## config.mk

```make
export PLATFORM = sky130hd
export DESIGN_NAME = array_flush_walker
export DESIGN_NICKNAME = d
export VERILOG_FILES = /design/src/rtl/array_flush_walker.sv
export SDC_FILE = /design/constraint.sdc
export NUM_CORES = 1
export LEC_CHECK = 0
export CORE_MARGIN = 2
export CORE_UTILIZATION = 49
export DETAILED_ROUTE_END_ITERATION = 7
export GPL_ROUTABILITY_DRIVEN = 0
export PLACE_DENSITY = 0.86
export SYNTH_ARGS = -nofsm -noshare
export SYNTH_HDL_FRONTEND = slang
export SYNTH_SLANG_ARGS = --single-unit
```

## constraint.sdc

```tcl
create_clock -name clk -period 1.96 [get_ports clk]
set_clock_uncertainty 0.2 [all_clocks]
set_input_delay 0.392 -clock clk [delete_from_list [all_inputs] [get_ports clk]]
set_output_delay 0.392 -clock clk [all_outputs]
set_load 0.02 [all_outputs]
```

## src/rtl/array_flush_walker.sv

```systemverilog
// ---------------------------------------------------------------------------
// array_flush_walker
//
// Purpose:
//   Initiator-side sequencer for a per-set state array (tag/valid/dirty).
//   On start it walks every set index in ascending order and reads each
//   entry. Any non-zero entry is offered to the memory/writeback side over a
//   valid/ready handshake. When the flush variant is built, the entry is
//   then cleared. Used for cache flush, invalidate-all and debug dump.
//
// Build option:
//   ARRAY_FLUSH_CLEAR_EN  defined   -> entries are zeroed after their
//                                      writeback (flush / invalidate-all).
//                         undefined -> no CLEAR state, arr_load tied low,
//                                      the array is left untouched (dump).
//
// Parameters:
//   s_index   index width (arr_index, wb_index)
//   width     entry width of the walked array
//   num_sets  number of sets walked, 1..2**s_index
//
// Ports:
//   clk, rst_n   rising-edge clock, asynchronous active-low reset
//   start        begin a walk; only looked at while idle
//   busy         high in every state except idle
//   done         one-cycle pulse at the end of a walk
//   arr_read     array read strobe; arr_dataout is valid the next cycle
//   arr_load     array write strobe
//   arr_index    set index presented to the array (0 while idle)
//   arr_datain   array write data; always zero
//   arr_dataout  registered array read data
//   wb_valid     writeback request valid
//   wb_ready     writeback sink ready
//   wb_index     set index of the pending writeback
//   wb_data      entry contents of the pending writeback
//   wb_count     writebacks completed in the current / last walk
// ---------------------------------------------------------------------------
module array_flush_walker #(
  parameter int s_index  = 3,
  parameter int width    = 1,
  parameter int num_sets = 2**s_index
) (
  input  logic               clk,
  input  logic               rst_n,
  input  logic               start,
  output logic               busy,
  output logic               done,
  output logic               arr_read,
  output logic               arr_load,
  output logic [s_index-1:0] arr_index,
  output logic [width-1:0]   arr_datain,
  input  logic [width-1:0]   arr_dataout,
  output logic               wb_valid,
  input  logic               wb_ready,
  output logic [s_index-1:0] wb_index,
  output logic [width-1:0]   wb_data,
  output logic [s_index:0]   wb_count
);

  // Highest set index visited; the walk stops here instead of wrapping.
  localparam logic [s_index-1:0] last_idx = s_index'(num_sets - 1);

`ifdef ARRAY_FLUSH_CLEAR_EN
  typedef enum logic [2:0] {
    IDLE  = 3'd0,
    READ  = 3'd1,
    CHECK = 3'd2,
    WB    = 3'd3,
    CLEAR = 3'd4,
    DONE  = 3'd5
  } state_t;
`else
  typedef enum logic [2:0] {
    IDLE  = 3'd0,
    READ  = 3'd1,
    CHECK = 3'd2,
    WB    = 3'd3,
    DONE  = 3'd5
  } state_t;
`endif

  state_t             state;
  logic [s_index-1:0] idx;
  logic               at_last;

`ifdef ARRAY_FLUSH_CLEAR_EN
  logic               arr_load_q;
  assign arr_load = arr_load_q;
`else
  assign arr_load = 1'b0;
`endif

  // Entries are only ever cleared, never rewritten with other data.
  assign arr_datain = '0;

  assign at_last = (idx == last_idx);

  // Single state machine. Every output is a register whose value is set on
  // the transition into the state that owns it, so nothing reaches an output
  // combinationally from an input (in particular wb_ready -> wb_valid).
  // "Advance" below means: stop in DONE at the last set, otherwise step idx
  // and issue the next read straight away.
  always_ff @(posedge clk or negedge rst_n) begin
    if (!rst_n) begin
      state      <= IDLE;
      idx        <= '0;
      busy       <= 1'b0;
      done       <= 1'b0;
      arr_read   <= 1'b0;
`ifdef ARRAY_FLUSH_CLEAR_EN
      arr_load_q <= 1'b0;
`endif
      arr_index  <= '0;
      wb_valid   <= 1'b0;
      wb_index   <= '0;
      wb_data    <= '0;
      wb_count   <= '0;
    end else begin
      case (state)
        IDLE: begin
          if (start) begin
            state     <= READ;
            idx       <= '0;
            wb_count  <= '0;
            busy      <= 1'b1;
            arr_read  <= 1'b1;
            arr_index <= '0;
          end
        end

        READ: begin
          // The array samples the strobe at this edge; data shows up in CHECK.
          arr_read <= 1'b0;
          state    <= CHECK;
        end

        CHECK: begin
          if (arr_dataout != '0) begin
            wb_data  <= arr_dataout;
            wb_index <= idx;
            wb_valid <= 1'b1;
            state    <= WB;
          end else if (at_last) begin
            done  <= 1'b1;
            state <= DONE;
          end else begin
            idx       <= idx + 1'b1;
            arr_index <= idx + 1'b1;
            arr_read  <= 1'b1;
            state     <= READ;
          end
        end

        WB: begin
          // wb_index/wb_data are untouched here, so they stay stable while
          // the sink stalls.
          if (wb_valid && wb_ready) begin
            wb_valid <= 1'b0;
            wb_count <= wb_count + 1'b1;
`ifdef ARRAY_FLUSH_CLEAR_EN
            arr_load_q <= 1'b1;
            state      <= CLEAR;
`else
            if (at_last) begin
              done  <= 1'b1;
              state <= DONE;
            end else begin
              idx       <= idx + 1'b1;
              arr_index <= idx + 1'b1;
              arr_read  <= 1'b1;
              state     <= READ;
            end
`endif
          end
        end

`ifdef ARRAY_FLUSH_CLEAR_EN
        CLEAR: begin
          // Zero is written at this edge (arr_index still equals idx).
          arr_load_q <= 1'b0;
          if (at_last) begin
            done  <= 1'b1;
            state <= DONE;
          end else begin
            idx       <= idx + 1'b1;
            arr_index <= idx + 1'b1;
            arr_read  <= 1'b1;
            state     <= READ;
          end
        end
`endif

        DONE: begin
          // start is deliberately ignored here; a new walk starts from IDLE.
          done      <= 1'b0;
          busy      <= 1'b0;
          arr_index <= '0;
          state     <= IDLE;
        end

        default: begin
          state     <= IDLE;
          busy      <= 1'b0;
          done      <= 1'b0;
          arr_read  <= 1'b0;
          arr_index <= '0;
          wb_valid  <= 1'b0;
        end
      endcase
    end
  end

  // Array port protocol: never read and write in the same cycle.
  a_no_read_and_load : assert property (
    @(posedge clk) disable iff (!rst_n) !(arr_read && arr_load)
  );

  // A stalled writeback keeps its request and payload unchanged.
  a_wb_hold : assert property (
    @(posedge clk) disable iff (!rst_n)
      (wb_valid && !wb_ready) |=> (wb_valid && $stable(wb_index) && $stable(wb_data))
  );

endmodule

```

# Word-level counts from Yosys, hierarchy flattened
# Cells that the tools add are included.
dict set report classes {
  bitwise_logic 5
  n_reduce_logical 16
  addsub 2
  mux 30
  eq_ne 9
}
# op count
set ops {}
lappend ops {{2-to-1 mux 3 bit} 11}
lappend ops {{one-hot mux 3 bit (4 select lines)} 2}
lappend ops {{AND reduction 4 bit} 3}
lappend ops {{2-to-1 mux 1 bit} 9}
lappend ops {{one-hot mux 3 bit (3 select lines)} 1}
lappend ops {{AND reduction 3 bit} 3}
lappend ops {{2-to-1 mux 4 bit} 2}
lappend ops {{!= test 2 bit, second input constant} 4}
lappend ops {{one-hot mux 4 bit (2 select lines)} 1}
lappend ops {{== test 3 x 2 -> 1 bit, second input constant} 2}
lappend ops {{== test 3 bit, second input constant} 2}
lappend ops {{one-hot mux 1 bit (3 select lines)} 2}
lappend ops {{AND reduction 2 bit} 3}
lappend ops {{OR reduction 3 bit} 2}
lappend ops {{NOT 1 bit} 5}
lappend ops {{adder 4 x 1 -> 4 bit, second input constant} 1}
lappend ops {{one-hot mux 1 bit (4 select lines)} 1}
lappend ops {{adder 3 x 1 -> 3 bit, second input constant} 1}
lappend ops {{== test 3 x 1 -> 1 bit, second input constant} 1}
lappend ops {{zero test 3 bit} 1}
lappend ops {{nonzero test 3 bit} 1}
lappend ops {{one-hot mux 1 bit (2 select lines)} 1}
lappend ops {{nonzero test 2 bit} 1}
lappend ops {{OR reduction 2 bit} 1}
lappend ops {{logical AND 1 bit} 1}
dict set report word_totals {
  register_bits 21
  word_cells 72
  output_inout_bits 17
}

# Depth between registers and ports, before layout
dict set report depth {
  word_depth 4
  depth_mapped 6
}

# Worst setup path after synthesis
# Ideal clock, no wire load.
dict set report synth_path {
  path_kind {flip-flop to flip-flop}
  startpoint {register idx[0]}
  endpoint {register idx[0]}
  stages_incl_launch_ff 7
  required_time_ps 1635
  slack_ps 245
  arrival_time_ps 1390
  cell_sequence {dfrtp_1 -> ha_1 -> ha_1 -> nor2_1 -> a221o_1 -> nand2_1 -> mux2_4}
}
dict set report synth_via {
  elab_chain_cells 4
  word_cells_on_any_way 6
  classes_between {1 x add/sub; 1 x eq/ne; 4 x mux}
}
# element line_no
set synth_lines {}
lappend synth_lines {{start: declaration} 83} ;# logic [s_index-1:0] idx;
lappend synth_lines {{start signal: assignment} 147} ;# idx <= idx + 1'b1;
lappend synth_lines {{start signal: assignment} 168} ;# idx <= idx + 1'b1;
lappend synth_lines {{adder 3 x 1 -> 3 bit or == test 3 bit (tied branches)} {147, 168, 96}}
lappend synth_lines {{2-to-1 mux 3 bit (*)} {143, 164}}
lappend synth_lines {{2-to-1 mux 3 bit, on equally long branches} {157, 138}}
lappend synth_lines {{one-hot mux 3 bit (3 select lines) (*)} 119} ;# case (state)
# Every way passes the cells marked *; elsewhere a longest branch is shown, timed or not. The select of a mux whose other input is x is not followed.
# A chain may end at the register's enable or synchronous reset.

# Worst setup path after layout
dict set report layout_path {
  startpoint {register arr_index[1]}
  endpoint {output arr_index[1]}
}
# element line_no
set layout_rtl {}
lappend layout_rtl {{start: declaration} 50} ;# output logic [s_index-1:0] arr_index,
lappend layout_rtl {{start signal: assignment} 148} ;# arr_index <= idx + 1'b1;
lappend layout_rtl {{start signal: assignment} 169} ;# arr_index <= idx + 1'b1;
# No word-level cell between the ends.

==> out/results.tsv <==
stage	metric	value	unit
die	die_y	50.5	um
placed_design	place_inst	150	
synth	syn_area	1060	um2
die	coreArea	2000	um2
power_and_ir_drop	p_per_area	1480	nW/um2
finish	drive_gt1_frac	0.197	
outcome	status	finished, final reports clean	
synth	synth-seq-cells	21	
finish	utilization	0.680	
critical_path	crit_fanout	2	
critical_path	rrSetupSlack	0.09	ns
critical_path	r2r_cells	4	
route	routed_via_density	5.54	
job	maxCapViolCount	0	
power_and_ir_drop	combinationalPowerShare	0.513	
sta	period_minus_slack	1.88	ns
power_and_ir_drop	power.internal	1210	uW
clock_network	numCtsBuffers	3	
sta	fin_crit_sh	0.958	
finish	num-nets-final	136	
clock_network	cts_tree	built	
grt	antenna_found_initial	0	
sta	finalHoldViolations	0	
synth	ys.flop_type	dfrtp_1	
power_and_ir_drop	switchingPower	803	uW
power_and_ir_drop	finalPower	2010	uW
clock_network	cts_max_level	1	
die	start_util	0.529	
placed_design	io_buffers	19	
placed_design	placed_area	1320	um2
critical_path	worstSetupStartpoint	arr_index[1]	
clock_network	clk_latency	0.31	ns
critical_path	rr_endpoint	idx[0]	
critical_path	crit_slowest_cell	clkdlybuf4s50_1	
route	ant_nets	0	
critical_path	start_kind	flip-flop	
critical_path	endpoint_kind	output pin	
clock_network	ctsHoldBuffers	0	
finish	fin_area	1360	um2
worst_hold_path	hold_class	primary input to asynchronous set/reset pin	
critical_path	endpoint	arr_index[1]	
power_and_ir_drop	p_clk_frac	0.106	
critical_path	cp.required	1.37	ns
grt	grt_pass1_wl	3750	um
synth	synth_edf_count	0	
finish	multi_input_comb_area	463	um2
finish	area_delta_synth_final	28.6	%
clock_network	cts_sinks	21	
power_and_ir_drop	swShare	0.400	
critical_path	critPathTopFamily	buffers and inverters	
synth	avgSynthCellArea	10.8	um2
critical_path	critPathKind	flip-flop to output pin	
route	first_pass_iters	4	
synth	synth_cell_types	39	
critical_path	cp.arrival	1.29	ns
synth	ys_warn_count	0	
critical_path	worstPathCellList	clkdlybuf4s50_1	
route	via_count	853	
grt	grt_pass1_vias	846	
power_and_ir_drop	p_seq_frac	0.381	
power_and_ir_drop	leakage	0.000673	uW
critical_path	timing.rr.start	state[0]	
die	rows	16	
die	die_width	50.5	um
synth	ys_seq_area_frac	0.496	
finish	ff_latch_area	526	um2
grt	grt.overflow.total	0	
finish	antennaDiodeCount	0	
sta	rsz0062_at_grt	no	
sta	setup_viol	0	
die	num_io_pins	22	
route	wire_per_inst	14.5	um
critical_path	slowest_delay	0.61	ns
synth	synthCells	98	
synth	synthArstFlopShare	1.00	
clock_network	post_cts_buffers	0	
critical_path	path_buf_inv	1	
critical_path	cp.depth	1	
power_and_ir_drop	ir_worst_vdd	811	uV
grt	grt_usage	0.201	
placed_design	post-dp-hpwl	1670	um
route	routed_wl	2230	um
sta	max_clock_freq	0.532	GHz
clock_network	cts.path.max_buffers	2	
sta	holdWs	0.210	ns
grt	grt_max_degree	22	
route	drcViolationCount	0	
sta	drv_slew	0	
die	dieArea	2550	um2
route	first_iter_violations	27	
clock_network	cts_root_buf	clkbuf_4	
clock_network	clk_pin_slew	0.12	ns
finish	fillers	153	
finish	final_cell_count_no_fill	154	
==> how the worst min path moves through the flow <==
stage,from,end,slack [ns],depth (start not counted)
2_1_floorplan,rst_n,arr_index[0],-0.10,0
3_3_place_gp,wb_data,wb_data,0.25,1
3_5_place_dp,done,done,0.27,1
4_1_cts,rst_n,wb_count[0],0.21,2
5_1_grt,rst_n,state[1],0.22,2
6_report,rst_n,wb_count[0],0.21,2
==> sequential cells by signal, indices dropped and copies added, names as in the netlist <==
name and cells:
wb_count 4, arr_index 3, idx 3, state 3, wb_index 3, arr_read 1, busy 1, done 1
wb_data 1, wb_valid 1
==> power by group through the flow <==
stage | sequential, uW | combinational [uW] | clock, uW
floorplan | 887 | 512 | 0
global placement | 764 | 999 | 0
detailed placement | 775 | 1040 | 0
CTS | 766 | 1040 | 216
global route | 798 | 1100 | 242
finish | 767 | 1030 | 213
==> routing by layer <==
metal	global-route usage	part of all wire
met5	0	0
met4	0.140	0.033
met3	0.0298	0.035
met2	0.338	0.50
met1	0.233	0.43
==> cell families after synthesis <==
family          Yosys count  share of synthesized area
compound gates           27                      0.180
fa+ha+maj                 3                     0.0355
xor+xnor                  1                    0.00828
buf+inv                  14                     0.0745
simple gates             27                      0.156
flops                    21                      0.496
other cells               1                    0.00354
mux                       4                     0.0461
==> area by class of cell <==
type	count	area share
inverters	8	0.0221
clock inverters	1	0.00368
well taps	27	0.0248
clock buffers	3	0.0165
flip-flops and latches	21	0.386
repair buffers	30	0.207
multi-input cells	64	0.340
==> synth_stat cells (2+ instances only) <==
cell / instances / area [um2]
mux2_1: 3 / 33.8
a211oi_1: 2 / 15.0
inv_1: 6 / 22.5
dfrtp_1: 21 / 526
buf_6: 2 / 22.5
a311o_1: 2 / 20.0
inv_2: 2 / 7.51
buf_4: 3 / 22.5
nand2_1: 8 / 30.0
nor2_1: 5 / 18.8
o21ai_1: 4 / 20.0
and3_1: 2 / 12.5
o21ai_0: 2 / 10.0
a21oi_1: 5 / 25.0
a22o_1: 5 / 43.8
ha_1: 3 / 37.5
==> timing repair <==
action	4_1_cts	5_1_grt
setup endpoints to repair	1	5
cloned	0	0
resized for setup	1	5
==> cells in the final DEF, fill, tap and decap left out, types with 2 or more instances in the layout <==
master	synthesis	final
dfrtp_1	21	21
clkdlybuf4s50_1	0	14
buf_4	3	11
nand2_1	8	8
inv_1	6	6
a21oi_1	5	5
nor2_1	5	5
a22o_1	5	5
o21ai_1	4	4
dlymetal6s2s_1	0	4
mux2_1	3	3
ha_1	3	3
clkbuf_4	0	3
inv_2	2	2
nor3_2	1	2
and3_1	2	2
a211oi_1	2	2
o21ai_0	2	2
a311o_1	2	2
conb_1	1	2
==> per-stage QoR <==
stage	setup slack (ns)	TNS, ns
final	0.0817	0
after global routing	0.0130	0
after CTS	0.00784	0
after detailed placement	-0.177	-0.941
after global placement	-0.122	-0.500
after floorplan	0.245	0
(Power assumes the default switching activity.)
